[src/rtl/pll_md_pkg.sv]
// Shared opcodes, FSM states and error codes for the PLL dynamic-reconfiguration controller.
package pll_md_pkg;

  typedef enum logic [1:0] {
    OPC_NOP  = 2'b00,
    OPC_ADDR = 2'b01,
    OPC_WR   = 2'b10,
    OPC_RD   = 2'b11
  } md_opc_e;

  typedef enum logic [3:0] {
    S_IDLE,
    S_ADDR,
    S_GAP,
    S_WR,
    S_RADDR,
    S_RD,
    S_CHK,
    S_RST,
    S_LOCK
  } state_e;

  typedef enum logic [1:0] {
    ERR_NONE  = 2'd0,
    ERR_MDIV  = 2'd1,
    ERR_ODIV0 = 2'd2,
    ERR_LOCK  = 2'd3
  } err_code_e;

  localparam logic [7:0] ADDR_MDIV_DEF    = 8'h00;
  localparam logic [7:0] ADDR_ODIV0_DEF   = 8'h01;
  localparam int         RST_CYCLES_DEF   = 16;
  localparam int         LOCK_STABLE_DEF  = 64;
  localparam int         LOCK_TIMEOUT_DEF = 65535;

  // Counter width able to hold the terminal value n itself.
  function automatic int cnt_w(input int n);
    return $clog2(n) + 1;
  endfunction

endpackage

[src/rtl/pll_md_lockmon.sv]
// PLL lock monitor: two-flop synchroniser plus saturating stable-run and timeout counters.
module pll_md_lockmon
  import pll_md_pkg::*;
#(
  parameter int LOCK_STABLE  = LOCK_STABLE_DEF,
  parameter int LOCK_TIMEOUT = LOCK_TIMEOUT_DEF
) (
  input  logic clk,
  input  logic rst,
  input  logic start,
  input  logic lock_async,
  output logic stable,
  output logic timeout
);

  localparam int SW = cnt_w(LOCK_STABLE);
  localparam int TW = cnt_w(LOCK_TIMEOUT);

  logic [1:0]    sync_reg;
  logic [SW-1:0] stable_cnt_reg, stable_cnt_next;
  logic [TW-1:0] tmo_cnt_reg, tmo_cnt_next;

  always_ff @(posedge clk or posedge rst) begin
    if (rst) begin
      sync_reg       <= 2'b00;
      stable_cnt_reg <= '0;
      tmo_cnt_reg    <= '0;
    end else begin
      sync_reg       <= {sync_reg[0], lock_async};
      stable_cnt_reg <= stable_cnt_next;
      tmo_cnt_reg    <= tmo_cnt_next;
    end
  end

  // Counters are held clear outside the wait window so every wait starts from zero.
  always_comb begin
    stable_cnt_next = stable_cnt_reg;
    tmo_cnt_next    = tmo_cnt_reg;
    if (!start) begin
      stable_cnt_next = '0;
      tmo_cnt_next    = '0;
    end else begin
      if (!sync_reg[1]) begin
        stable_cnt_next = '0;
      end else if (stable_cnt_reg != SW'(LOCK_STABLE)) begin
        stable_cnt_next = stable_cnt_reg + SW'(1);
      end
      if (tmo_cnt_reg != TW'(LOCK_TIMEOUT)) begin
        tmo_cnt_next = tmo_cnt_reg + TW'(1);
      end
    end
  end

  assign stable  = (stable_cnt_reg == SW'(LOCK_STABLE));
  assign timeout = (tmo_cnt_reg == TW'(LOCK_TIMEOUT));

endmodule

[src/rtl/pll_md_ctrl.sv]
// Retune controller for the pixel-clock PLL: writes and verifies MDIV/ODIV0 over the
// MD port, pulses the PLL reset, then waits for a stable lock before reporting done.
module pll_md_ctrl
  import pll_md_pkg::*;
#(
  parameter logic [7:0] ADDR_MDIV    = ADDR_MDIV_DEF,
  parameter logic [7:0] ADDR_ODIV0   = ADDR_ODIV0_DEF,
  parameter int         RST_CYCLES   = RST_CYCLES_DEF,
  parameter int         LOCK_STABLE  = LOCK_STABLE_DEF,
  parameter int         LOCK_TIMEOUT = LOCK_TIMEOUT_DEF
) (
  input  logic       clkin,
  input  logic       reset,
  input  logic       req_valid,
  output logic       req_ready,
  input  logic [7:0] req_mdiv,
  input  logic [7:0] req_odiv0,
  output logic [1:0] md_opc,
  output logic       md_ainc,
  output logic [7:0] md_wdi,
  input  logic [7:0] md_rdo,
  output logic       pll_reset,
  input  logic       pll_lock,
  output logic       busy,
  output logic       done,
  output logic       err,
  output logic [1:0] err_code
);

  localparam int RW = cnt_w(RST_CYCLES);

  state_e        state_reg, state_next;
  state_e        ret_reg, ret_next;
  logic          sel_reg, sel_next;
  logic [7:0]    mdiv_reg, mdiv_next;
  logic [7:0]    odiv_reg, odiv_next;
  logic [RW-1:0] rst_cnt_reg, rst_cnt_next;
  err_code_e     err_code_reg, err_code_next;

  logic       lock_run;
  logic       lock_stable;
  logic       lock_timeout;
  logic [7:0] cur_addr;
  logic [7:0] cur_code;

  always_ff @(posedge clkin or posedge reset) begin
    if (reset) begin
      state_reg    <= S_IDLE;
      ret_reg      <= S_IDLE;
      sel_reg      <= 1'b0;
      mdiv_reg     <= 8'h00;
      odiv_reg     <= 8'h00;
      rst_cnt_reg  <= '0;
      err_code_reg <= ERR_NONE;
    end else begin
      state_reg    <= state_next;
      ret_reg      <= ret_next;
      sel_reg      <= sel_next;
      mdiv_reg     <= mdiv_next;
      odiv_reg     <= odiv_next;
      rst_cnt_reg  <= rst_cnt_next;
      err_code_reg <= err_code_next;
    end
  end

  // sel_reg picks which divider register the current MD pass is working on.
  assign cur_addr = sel_reg ? ADDR_ODIV0 : ADDR_MDIV;
  assign cur_code = sel_reg ? odiv_reg : mdiv_reg;
  assign md_ainc  = 1'b0;
  assign lock_run = (state_reg == S_LOCK);

  always_comb begin
    state_next    = state_reg;
    ret_next      = ret_reg;
    sel_next      = sel_reg;
    mdiv_next     = mdiv_reg;
    odiv_next     = odiv_reg;
    rst_cnt_next  = rst_cnt_reg;
    err_code_next = err_code_reg;
    md_opc        = OPC_NOP;
    md_wdi        = 8'h00;
    pll_reset     = 1'b0;
    busy          = 1'b1;
    req_ready     = 1'b0;
    done          = 1'b0;
    err           = 1'b0;

    case (state_reg)
      S_IDLE: begin
        busy      = 1'b0;
        req_ready = 1'b1;
        if (req_valid) begin
          mdiv_next     = req_mdiv;
          odiv_next     = req_odiv0;
          sel_next      = 1'b0;
          err_code_next = ERR_NONE;
          state_next    = S_ADDR;
        end
      end
      S_ADDR: begin
        md_opc     = OPC_ADDR;
        md_wdi     = cur_addr;
        ret_next   = S_WR;
        state_next = S_GAP;
      end
      S_WR: begin
        md_opc     = OPC_WR;
        md_wdi     = cur_code;
        ret_next   = S_RADDR;
        state_next = S_GAP;
      end
      S_RADDR: begin
        md_opc     = OPC_ADDR;
        md_wdi     = cur_addr;
        ret_next   = S_RD;
        state_next = S_GAP;
      end
      S_RD: begin
        md_opc     = OPC_RD;
        md_wdi     = cur_addr;
        ret_next   = S_CHK;
        state_next = S_GAP;
      end
      S_GAP: begin
        state_next = ret_reg;
      end
      S_CHK: begin
        // A failed readback leaves the PLL untouched so the old clock keeps running.
        if (md_rdo != cur_code) begin
          err        = 1'b1;
          state_next = S_IDLE;
          if (sel_reg) begin
            err_code_next = ERR_ODIV0;
          end else begin
            err_code_next = ERR_MDIV;
          end
        end else if (!sel_reg) begin
          sel_next   = 1'b1;
          state_next = S_ADDR;
        end else begin
          rst_cnt_next = '0;
          state_next   = S_RST;
        end
      end
      S_RST: begin
        pll_reset = 1'b1;
        if (rst_cnt_reg == RW'(RST_CYCLES - 1)) begin
          state_next = S_LOCK;
        end else begin
          rst_cnt_next = rst_cnt_reg + RW'(1);
        end
      end
      S_LOCK: begin
        // Stable lock takes priority over a simultaneous timeout.
        if (lock_stable) begin
          done       = 1'b1;
          state_next = S_IDLE;
        end else if (lock_timeout) begin
          err           = 1'b1;
          err_code_next = ERR_LOCK;
          state_next    = S_IDLE;
        end
      end
      default: begin
        busy       = 1'b0;
        state_next = S_IDLE;
      end
    endcase
  end

  // The fresh code is visible alongside the err pulse, then held until the next accept.
  assign err_code = err ? err_code_next : err_code_reg;

  pll_md_lockmon #(
    .LOCK_STABLE (LOCK_STABLE),
    .LOCK_TIMEOUT(LOCK_TIMEOUT)
  ) u_lockmon (
    .clk       (clkin),
    .rst       (reset),
    .start     (lock_run),
    .lock_async(pll_lock),
    .stable    (lock_stable),
    .timeout   (lock_timeout)
  );

endmodule

[config.mk]
export PLATFORM = sky130hd
export DESIGN_NAME = pll_md_ctrl
export DESIGN_NICKNAME = d
export VERILOG_FILES = /design/src/rtl/pll_md_pkg.sv /design/src/rtl/pll_md_lockmon.sv /design/src/rtl/pll_md_ctrl.sv
export SDC_FILE = /design/constraint.sdc
export NUM_CORES = 1
export LEC_CHECK = 0
export CAP_MARGIN = 0
export CORE_ASPECT_RATIO = 1.5
export CORE_MARGIN = 10
export CORE_UTILIZATION = 36
export DETAILED_ROUTE_END_ITERATION = 12
export PLACE_DENSITY_LB_ADDON = 0.25
export SLEW_MARGIN = 20
export SYNTH_ARGS = -nofsm -noshare
export SYNTH_HDL_FRONTEND = slang
export SYNTH_SLANG_ARGS = --single-unit
[constraint.sdc]
create_clock -name clkin -period 2.36 [get_ports clkin]
set_input_delay 0.236 -clock clkin [delete_from_list [all_inputs] [get_ports clkin]]
set_output_delay 0.236 -clock clkin [all_outputs]
set_load 0.02 [all_outputs]
==> impl_metrics.tcl <==
set metrics [dict create \
    yosysMostFrequentCell "dfrtp_1" \
    die_x_um 93.3 \
    placementRows 40 \
    first_global_vias 2505 \
    dieHeight_um 130 \
    crit_chain "buf_12, mux2i_4, xnor2_2, or4_4, buf_6, nor2_4, o21ai_1, buf_4" \
    drc_errors 0 \
    cp_data_arrival_time_ps 2280 \
    slew_headroom_pct 62.4 \
    layoutNonFillerInstCount 486 \
    postSynthCellCount 289 \
    drt-total-wl_um 6850 \
    numPortBuffers 44 \
    worst_clock_skew_ps 5.02 \
    synth-compound-area-share_pct 6.73 \
    initialDrtViolationCount 76 \
    syn-num-nets 323 \
    clk_pin_slew_ps 50 \
    fin_ws_ps -160 \
    setup_violations 4 \
    htree_levels 3 \
    post-place-cells 465 \
    cts_inserted_buffers 9 \
    multi_input_area_um2 1580 \
    drive_above_1_share_pct 28.6 \
    synth_area_leaders "dfrtp_1 49%, nor2_1 6.6%, mux2_2 6.2%" \
    synth_commonest_cells "57 x dfrtp_1, 51 x nor2_1, 22 x nand2_1" \
    synth_seq_cells 57 \
    synth.area.mux_share_pct 9.45 \
    crit_path_start_kind "register" \
    cp_slowest_stage_delay_ps 550 \
    r2r_slack_ps -50 \
    synth_edf_count 0 \
    grt_max_degree 34 \
    fmax_ghz 0.397 \
    areaGrowthSynthToFinish_pct 47.0 \
    hpwl_um 5040 \
    wire_per_inst_um 14.1 \
    core_um2 7960 \
    grt_overflow 0 \
    die_area_um2 12100 \
    period_share_pct 107 \
    final-max-slew-violation-count 0 \
    ctsLongestPathBuffers 2 \
    cap_violations 0 \
    gp_congestion 0.848 \
    register_area_um2 1430 \
    num_vias 2351 \
    worstMarginPinSlew_ps 563 \
    synth.largest_area_cell "dfrtp_1" \
    clock_sinks 57 \
    start_util_pct 36.4 \
    antenna_found_initial 0 \
    criticalPathCategory "register to output port" \
    synth-xor-area-share_pct 9.36 \
    synth.distinct_cells 37 \
    finalInstanceArea_um2 4260 \
    cp_slowest_cell "or4_4" \
    clock_latency_ps 320 \
    final_hold_viol_count 0 \
    total_power_w 0.00429 \
    cts_root_buf "clkbuf_16" \
    synth_area_um2 2900 \
    rsz0062_at_grt "yes" \
    critPathBufInv 3 \
    crit_family "simple AND/OR/NAND/NOR gates" \
    power.leakage_nw 1.82 \
    ios 46 \
    ys_warn_count 0 \
    yosys.area_share.adder_pct 2.59 \
    timing.final.crit_period_ps 2520 \
    yosys.area_share.simple_pct 19.3 \
    nFillCells 706 \
    p_per_area_nw_per_um2 1010 \
    status "complete, but fails checks" \
    avgSynthCellArea_um2 10.0 \
    cts_hold_buf 0 \
    yosys_most_used_dff "dfrtp_1" \
    ir_drop_uv 525 \
    grt_use_total_pct 12.2 \
    cts_tree "yes" \
    antenna_cells 0 \
    cp_data_required_time_ps 2120 \
    firstDrtPassIters 4 \
    place_area_um2 3740 \
    synth_top_family_by_area "simple AND/OR/NAND/NOR gates" \
    crit_fanout 6 \
    end_kind "output port" \
    hold_class "input port to asynchronous set/reset pin" \
    yosys.area.top_type_share_pct 49.2 \
    setup_tns_ps -516 \
    async_flop_share_pct 100 \
    largest_register_ffs 17 \
    finalNetCount 411 \
    ant_nets 0 \
    ys_seq_area_share_pct 49.2 \
    grt_pass1_wl_um 11800 \
    via_per_inst 4.84 \
    violations "setup timing" \
]
==> where the power goes <==
group | total, W | leakage (nW) | switching (W) | internal [W]
sequential | 0.00146 | 0.730 | 0.000227 | 0.00123
combinational | 0.00169 | 0.960 | 0.000769 | 0.000926
clock | 0.00114 | 0.128 | 0.000413 | 0.000726
==> cell type report <==
cell class                 count  share of cell area (%)
multi-input combinational    210                    37.0
tap                          105                    3.08
clock inverter                 3                   0.411
clock buffer                  12                    5.78
inverter                      10                   0.880
timing repair buffer          89                    19.4
sequential                    57                    33.5
==> per-layer routing <==
layer / global-route usage, % / wire length [um]
met5: 0 / 0
met4: 5.92 / 149
met3: 3.62 / 332
met2: 21.5 / 3600
met1: 12.9 / 2770
==> repair_timing <==
action                                 CTS  global route
endpoints found under the hold margin    0             0
gates cloned                             1             0
pin swaps                                2            10
setup endpoints to repair               11            13
gates resized for setup                 42            24
buffers inserted                         2             3
==> stage by stage <==
| step | hold WS [ps] | setup slack [ps] | util [%] |
|---|---|---|---|
| 2_1_floorplan | 267 | 149 | - |
| 4_1_cts | 310 | -157 | 52.1 |
| 3_5_place_dp | 343 | -283 | 47.0 |
| 3_3_place_gp | 336 | -213 | 47.0 |
| 5_1_grt | 340 | -257 | 53.6 |
| 6_report | 294 | -160 | 53.6 |
==> path summary, 6_finish.rpt <==
| path | to | depth (start not counted) | from |
|---|---|---|---|
| max | err | 8 | sel_reg |
| min | u_lockmon.tmo_cnt_reg[6] | 2 | reset |
| max reg2reg | state_reg[0] | 8 | sel_reg |
| min reg2reg | u_lockmon.sync_reg[1] | 0 | u_lockmon.sync_reg[0] |
| max in group asynchronous | state_reg[0] | 3 | reset |
| min in group clkin | u_lockmon.sync_reg[1] | 0 | u_lockmon.sync_reg[0] |
==> cell families (layout without fill, tap and decap cells) <==
kind of cell | count (synthesis) | count (layout)
multiplexers | 25 | 25
adder cells (fa/ha/maj) | 6 | 6
AND/OR/NAND/NOR | 117 | 117
AO/OA/AOI/OAI | 30 | 30
flip-flops | 57 | 57
XOR/XNOR | 31 | 31
buffers and inverters | 22 | 114
other | 1 | 1
==> cell usage in the layout (no fill, tap or decap), types with 3 or more instances in the layout <==
cell / synthesis / routed
dfrtp_1: 57 / 56
nor2_1: 51 / 48
buf_4: 1 / 40
clkdlybuf4s50_1: 0 / 32
nand2_1: 22 / 22
mux2_2: 16 / 16
xnor2_1: 19 / 14
xor2_1: 12 / 12
nand3_1: 11 / 11
inv_1: 10 / 9
clkbuf_16: 0 / 9
dlygate4sd2_1: 0 / 8
mux2i_4: 0 / 7
nor3_1: 6 / 6
o21ai_0: 10 / 6
a21oi_1: 7 / 6
ha_1: 6 / 6
or3_1: 5 / 5
xnor2_2: 0 / 5
nand4_1: 4 / 4
and3_1: 4 / 4
o211ai_1: 4 / 4
buf_6: 1 / 4
o21ai_2: 0 / 3
No activity file was read; power rests on OpenSTA's default activity.
